--- config.mk ---
export PLATFORM = sky130hd
export DESIGN_NAME = mc_control_fsm
export DESIGN_NICKNAME = d
export VERILOG_FILES = /design/src/rtl/mc_control_fsm.sv
export SDC_FILE = /design/constraint.sdc
export NUM_CORES = 1
export LEC_CHECK = 0
export ABC_AREA = 1
export CORE_UTILIZATION = 35
export DETAILED_ROUTE_END_ITERATION = 7
export HOLD_SLACK_MARGIN = 0.03
export PLACE_DENSITY = 0.73
export SLEW_MARGIN = 20
export SYNTH_ARGS = -nofsm -noshare
export SYNTH_HDL_FRONTEND = slang
export SYNTH_SLANG_ARGS = --single-unit
--- constraint.sdc ---
create_clock -name clock -period 3.6 [get_ports clock]
set_input_delay 0.54 -clock clock [delete_from_list [all_inputs] [get_ports clock]]
set_output_delay 0.54 -clock clock [all_outputs]
set_load 0.01 [all_outputs]
--- src/rtl/mc_control_fsm.sv ---
// ============================================================================
// Module   : mc_control_fsm
// Brief    : Multi-cycle MIPS main control FSM with memory-ready handshake,
//            opcode/funct validation, sticky error flag and retire counter.
// Revision : 1.0
// ============================================================================
`default_nettype none

module mc_control_fsm #(
    parameter int COUNT_W = 16
) (
    input  logic               clock,
    input  logic               reset_n,
    input  logic [5:0]         opcode,
    input  logic [5:0]         funct,
    input  logic               mem_ready,
    input  logic               error_clear,
    output logic               pc_write,
    output logic               branch,
    output logic               iord,
    output logic               mem_write,
    output logic               ir_write,
    output logic               reg_dst,
    output logic               mem_to_reg,
    output logic               reg_write,
    output logic               alu_src_a,
    output logic [1:0]         alu_src_b,
    output logic [1:0]         alu_op,
    output logic [1:0]         pc_src,
    output logic [3:0]         state,
    output logic               error_flag,
    output logic [COUNT_W-1:0] retired
);

    typedef enum logic [3:0] {
        S_FETCH    = 4'd0,
        S_DECODE   = 4'd1,
        S_MEMADR   = 4'd2,
        S_MEMRD    = 4'd3,
        S_MEMWB    = 4'd4,
        S_MEMWR    = 4'd5,
        S_RTYPE_EX = 4'd6,
        S_RTYPE_WB = 4'd7,
        S_BEQ_EX   = 4'd8,
        S_ADDI_EX  = 4'd9,
        S_ADDI_WB  = 4'd10,
        S_JUMP_EX  = 4'd11,
        S_ERROR    = 4'd15
    } state_t;

    localparam logic [5:0] OP_RTYPE = 6'b000000;
    localparam logic [5:0] OP_LW    = 6'b100011;
    localparam logic [5:0] OP_SW    = 6'b101011;
    localparam logic [5:0] OP_BEQ   = 6'b000100;
    localparam logic [5:0] OP_ADDI  = 6'b001000;
    localparam logic [5:0] OP_J     = 6'b000010;

    state_t             state_q, state_d;
    logic               error_flag_q;
    logic [COUNT_W-1:0] retired_q;
    logic               retire;
    logic               funct_ok;

    logic pc_write_raw, branch_raw, mem_write_raw, ir_write_raw, reg_write_raw;

    always_comb begin
        funct_ok = 1'b0;
        case (funct)
            6'b100000, 6'b100010, 6'b100100, 6'b100101, 6'b101010: funct_ok = 1'b1;
            default: funct_ok = 1'b0;
        endcase
    end

    always_comb begin
        state_d       = state_q;
        retire        = 1'b0;
        pc_write_raw  = 1'b0;
        branch_raw    = 1'b0;
        iord          = 1'b0;
        mem_write_raw = 1'b0;
        ir_write_raw  = 1'b0;
        reg_dst       = 1'b0;
        mem_to_reg    = 1'b0;
        reg_write_raw = 1'b0;
        alu_src_a     = 1'b0;
        alu_src_b     = 2'b00;
        alu_op        = 2'b00;
        pc_src        = 2'b00;
        case (state_q)
            S_FETCH: begin
                alu_src_b    = 2'b01;
                pc_write_raw = mem_ready;
                ir_write_raw = mem_ready;
                if (mem_ready) state_d = S_DECODE;
            end
            S_DECODE: begin
                alu_src_b = 2'b11;
                case (opcode)
                    OP_LW, OP_SW: state_d = S_MEMADR;
                    OP_RTYPE:     state_d = funct_ok ? S_RTYPE_EX : S_ERROR;
                    OP_BEQ:       state_d = S_BEQ_EX;
                    OP_ADDI:      state_d = S_ADDI_EX;
                    OP_J:         state_d = S_JUMP_EX;
                    default:      state_d = S_ERROR;
                endcase
            end
            S_MEMADR: begin
                alu_src_a = 1'b1;
                alu_src_b = 2'b10;
                // IR is stable, so the opcode is still valid for the lw/sw split
                case (opcode)
                    OP_LW:   state_d = S_MEMRD;
                    OP_SW:   state_d = S_MEMWR;
                    default: state_d = S_ERROR;
                endcase
            end
            S_MEMRD: begin
                iord = 1'b1;
                if (mem_ready) state_d = S_MEMWB;
            end
            S_MEMWB: begin
                mem_to_reg    = 1'b1;
                reg_write_raw = 1'b1;
                state_d       = S_FETCH;
                retire        = 1'b1;
            end
            S_MEMWR: begin
                iord          = 1'b1;
                mem_write_raw = mem_ready;
                if (mem_ready) begin
                    state_d = S_FETCH;
                    retire  = 1'b1;
                end
            end
            S_RTYPE_EX: begin
                alu_src_a = 1'b1;
                alu_op    = 2'b10;
                state_d   = S_RTYPE_WB;
            end
            S_RTYPE_WB: begin
                reg_dst       = 1'b1;
                reg_write_raw = 1'b1;
                state_d       = S_FETCH;
                retire        = 1'b1;
            end
            S_BEQ_EX: begin
                alu_src_a  = 1'b1;
                alu_op     = 2'b01;
                pc_src     = 2'b01;
                branch_raw = 1'b1;
                state_d    = S_FETCH;
                retire     = 1'b1;
            end
            S_ADDI_EX: begin
                alu_src_a = 1'b1;
                alu_src_b = 2'b10;
                state_d   = S_ADDI_WB;
            end
            S_ADDI_WB: begin
                reg_write_raw = 1'b1;
                state_d       = S_FETCH;
                retire        = 1'b1;
            end
            S_JUMP_EX: begin
                pc_src       = 2'b10;
                pc_write_raw = 1'b1;
                state_d      = S_FETCH;
                retire       = 1'b1;
            end
            S_ERROR: begin
                if (error_clear) state_d = S_FETCH;
            end
            default: state_d = S_ERROR;
        endcase
    end

    always_ff @(posedge clock or negedge reset_n) begin
        if (!reset_n) begin
            state_q      <= S_FETCH;
            error_flag_q <= 1'b0;
            retired_q    <= '0;
        end else begin
            state_q      <= state_d;
            error_flag_q <= (state_d == S_ERROR);
            if (retire) retired_q <= retired_q + {{(COUNT_W-1){1'b0}}, 1'b1};
        end
    end

    // Strobes are forced low combinationally while reset is held
    assign pc_write   = pc_write_raw  & reset_n;
    assign branch     = branch_raw    & reset_n;
    assign mem_write  = mem_write_raw & reset_n;
    assign ir_write   = ir_write_raw  & reset_n;
    assign reg_write  = reg_write_raw & reset_n;
    assign state      = state_q;
    assign error_flag = error_flag_q;
    assign retired    = retired_q;

endmodule

`default_nettype wire

# [Yosys cells after proc, flatten, opt, wreduce, memory -nomap -nowiden]
# Index checks and enable logic that the tools add are counted.
[totals] register_bits=21 out_inout_bits=36 wordCells=64
[op_classes] addsub=1 n_eq_ne=23 muxes=23 bitwise=5 n_reduce_logical=9
[ops] op="$eq A6 B6 Y1 const B" n=7
[ops] op="$pmux W4 S9" n=1
[ops] op="$eq A4 B4 Y1 const B" n=6
[ops] op="$mux W4" n=5
[ops] op="$pmux W4 S5" n=1
[ops] op="$add A16 B1 Y16 const B" n=1
[ops] op="$eq A4 B3 Y1 const B" n=4
[ops] op="$mux W1" n=10
[ops] op="$reduce_or A5 Y1" n=2
[ops] op="$eq A4 B2 Y1 const B" n=2
[ops] op="$pmux W2 S2" n=2
[ops] op="$pmux W4 S2" n=1
[ops] op="$eq A6 B2 Y1 const B" n=1
[ops] op="$eq A6 B3 Y1 const B" n=1
[ops] op="$eq A6 B4 Y1 const B" n=1
[ops] op="$logic_not A6 Y1" n=1
[ops] op="$pmux W2 S3" n=1
[ops] op="$reduce_or A2 Y1" n=3
[ops] op="$and A1 B1 Y1" n=5
[ops] op="$eq A4 B1 Y1 const B" n=1
[ops] op="$logic_not A4 Y1" n=1
[ops] op="$pmux W1 S2" n=2
[ops] op="$reduce_or A4 Y1" n=1
[ops] op="$reduce_or A3 Y1" n=1

# [Depth between registers and ports, before layout]
[logic_depth] ltp_word=7 ltp_mapped=9

# [Worst setup path before layout]
# No wires, ideal clock.
[synth_timing] kind="reg-to-output" start="register state_q[1], in the netlist state[1]" end="output port pc_src[0]" t_arrival_ns=1.200 setup_slack_ns=1.860 stages_incl_launch_ff=5 n_path_buf=1 cell_sequence="dfrtp_1 > nor2_1 > inv_1 > nor2_1 > buf_4"
[synth_between] elab_chain_len=2 elab_cells_between_ends=3 classes_between="eq/ne (2); mux (1)"
[synth_lines] element="start, declared" line_no="58" rtl="state_t state_q, state_d;"
[synth_lines] element="start signal, assigned" line_no="183" rtl="state_q <= state_d;"
[synth_lines] element="$eq A4 B4 Y1" line_no="89" rtl="case (state_q)"
[synth_lines] element="$pmux W2 S2 *" line_no="89"
[synth_lines] element="end, declared" line_no="29" rtl="output logic [1:0] pc_src,"
# Every way passes the cells marked *; elsewhere a longest branch is shown, timed or not.

# [Final worst setup path]
[layout_timing] start="input port reset_n" end="output port ir_write"
[layout_between] elab_chain_len=1
[layout_lines] element="start, declared" line_no="13" rtl="input logic reset_n,"
[layout_lines] element="$and A1 B1 Y1" line_no="193" rtl="assign ir_write = ir_write_raw & reset_n;"
[layout_lines] element="end, declared" line_no="22" rtl="output logic ir_write,"
# Every way passes these cells.

==> summary.md <==
| Metric | Value |
|---|---|
| Status | `completed` |
| Via density | `4.796` |
| Achievable frequency | `367.5 MHz` |
| Yosys warnings | `0` |
| Share of cells above drive strength 1 | `0.06574` |
| CTS Buf Count | `3` |
| Primary FF master, synth | `dfrtp_1` |
| Drt wl/cell | `10.86 um` |
| XOR/XNOR Fraction of Synth Area | `0.07217` |
| CP peak stage delay | `0.58 ns` |
| CTS clk-pin slew, worst paths | `0.07 ns` |
| CTS Root Cell | `clkbuf_8` |
| Worst setup EP type | `output pin` |
| Worst path cell trace | `clkdlybuf4s50_1 -> buf_4 -> inv_1 -> nor4_1 -> clkdlybuf4s50_1` |
| Post-DP HPWL | `3.042 mm` |
| Max-cap violations | `0` |
| Cell area after layout | `2163 um^2` |
| Clock sinks | `21` |
| Rel. slew slack | `0.7838` |
| Syn_nets | `252` |
| Port bufs | `51` |
| WL final | `3.682 mm` |
| Hold path depth | `1` |
| EDFF count, synth | `0` |
| Setup crit end | `ir_write` |
| PD cells | `606.4 nW/um^2` |
| Crit Path Category | `input port to output pin` |
| Min-delay worst type | `register to register` |
| Pleak | `0.001016 uW` |
| Minimum clock period | `2.721 ns` |
| Gr usage total | `0.1693` |
| Post-placement cell area | `2118 um^2` |
| CP max-delay cell | `clkdlybuf4s50_1` |
| Hold_buf cts | `0` |
| Pins Over Slew Limit | `0` |
| CTS Buffer Depth | `2` |
| FFs w/ async S/R, synth | `1.000` |
| Routability cong. | `0.8864` |
| Ports | `52` |
| Post-Syn Area | `1560 um^2` |
| Hold Vio Cnt, Final | `0` |
| Layout Nets | `307` |
| Antenna viol nets, final | `0` |
| Initial core utilization | `0.3765` |
| Worst Skew | `0.002911 ns` |
| Avg Cell Area, Syn | `6.639 um^2` |
| RR Startpoint | `state[1]` |
| Largest net degree at the start of global routing | `24` |
| Most frequent CP cell | `clkdlybuf4s50_1` |
| H-tree depth | `1` |
| Setup Buffers After CTS | `0` |
| Synth Area in Adders | `0.008019` |
| CTS tree | `done` |
| Critical Path RT | `3.06 ns` |
| Via Count | `1,626` |
| GR Overflow Total | `0` |
| Clock Latency Late Sink | `0.26 ns` |
| Register-to-Register Path Depth | `8` |
| Vias in the first global route | `1,393` |
| Most frequent cells in the layout | `60 x nand2_1, 51 x clkdlybuf4s50_1, 38 x inv_1, 38 x nor2_1, 21 x dfrtp_1` |
| Worst Path Arrival | `2.18 ns` |
| Peak supply drop | `0.2377 mV` |
| R2r endpoint | `retired[6]` |
| Synth Instances | `235` |
| Post-route clock period utilization | `0.7558` |
| Commonest non-fill, non-tap cell in the layout | `nand2_1` |
| Simple-Gate Fraction of Synth Area | `0.3913` |
| Row count | `23` |
| DR iter-0 viols | `76` |
| Largest family of logic cells by synthesized area | `simple AND/OR/NAND/NOR gates` |
| Yosys reg bits | `21` |
| Post-synthesis mux area share | `0` |
| Worst Setup SP | `reset_n` |
| Compound-cell area share of the yosys netlist | `0.07378` |
| Core Util, Final | `0.5220` |
| Area Growth Syn to Fin | `38.65%` |
| Worst-margin pin slew | `0.3232 ns` |
| First-pass GRT wire length | `6.113 mm` |
| Post-CTS Resized | `0` |
| DRC viols | `0` |
| Total power draw | `1312 uW` |
| Core area | `4144 um^2` |
| Die ar. | `4729 um^2` |
| Die H | `68.77 um` |
| Critical path startpoint category | `input port` |
| Crit path max fanout | `14` |
| R2R setup slack | `1.97 ns` |
| Register area share after synthesis | `0.3368` |
| N_diodes | `0` |
| Setup TNS Final | `0 ns` |
| Final setup vio count | `0` |
| Fin Hold WS | `0.5321 ns` |
| First-pass DRT Iterations | `4` |
| Chip width | `68.77 um` |
| Initial antenna violation count | `0` |
| Unique masters post-synth | `27` |
| RSZ-0062 raised after global routing | `false` |
## power breakdown
group	leakage, uW	switching (uW)	total (uW)	internal [uW]
registers	0.000276	88.3	386	298
logic	0.000717	427	775	348
clock network	0.0000228	71.7	150	78.7
## cells by family after synthesis
logic type / Yosys count
fa+ha+maj: 1
simple gates: 138
buf+inv: 44
xor+xnor: 12
compound gates: 19
flops: 21
## synth_stat cells, types with 2 or more instances
cell type / number / area [um^2]
a21oi_1: 4 / 20.02
buf_6: 2 / 22.52
dfrtp_1: 21 / 525.5
inv_1: 38 / 142.6
inv_2: 3 / 11.26
nand2_1: 60 / 225.2
nand2_2: 4 / 25.02
nand2_4: 2 / 22.52
nand3_1: 18 / 90.09
nand4_1: 3 / 18.77
nor2_1: 38 / 142.6
nor3_1: 9 / 45.04
o21ai_0: 10 / 50.05
xnor2_1: 5 / 43.79
xor2_1: 6 / 52.55
## stage by stage
| step | setup WS, ns | std cells |
|---|---|---|
| after floorplan | 1.860 | 235 |
| after global placement | 0.8753 | 335 |
| after detailed placement | 0.8456 | 335 |
| after CTS | 0.8475 | 339 |
| after global routing | 0.7602 | 339 |
| final | 0.8792 | 339 |
## sequential cells by signal, summed over array words and instances, names as in the netlist
name / flops
error_flag: 1
state: 4
retired: 16
## worst min path at each step
stage                from          to  slack [ns]
6_report       retired[7]  retired[7]        0.53
2_1_floorplan     reset_n  error_flag        0.24
3_3_place_gp   retired[3]  retired[3]        0.52
3_5_place_dp   retired[7]  retired[7]        0.52
5_1_grt        retired[7]  retired[7]        0.55
4_1_cts        retired[7]  retired[7]        0.54
## worst max-delay path, delay by kind of cell
family                 cells  cell delay [ns]
buffers and inverters      4             1.37
AND/OR/NAND/NOR            1             0.27
## metal layers
metal,vias up,GRT usage,share of wire
li1,841,-,-
met1,748,0.2335,0.48
met2,33,0.2745,0.48
met3,4,0.01645,0.029
met4,0,0.05867,0.011
met5,-,0,0
## area by class of cell
class,count,area [um^2]
multi-input cells,170,850.8
well taps,50,62.56
inverters,41,153.9
fillers,431,1981
clock buffers,4,45.04
flip-flops and latches,21,525.5
repair buffers,53,525.5
(Power assumes the default switching activity.)
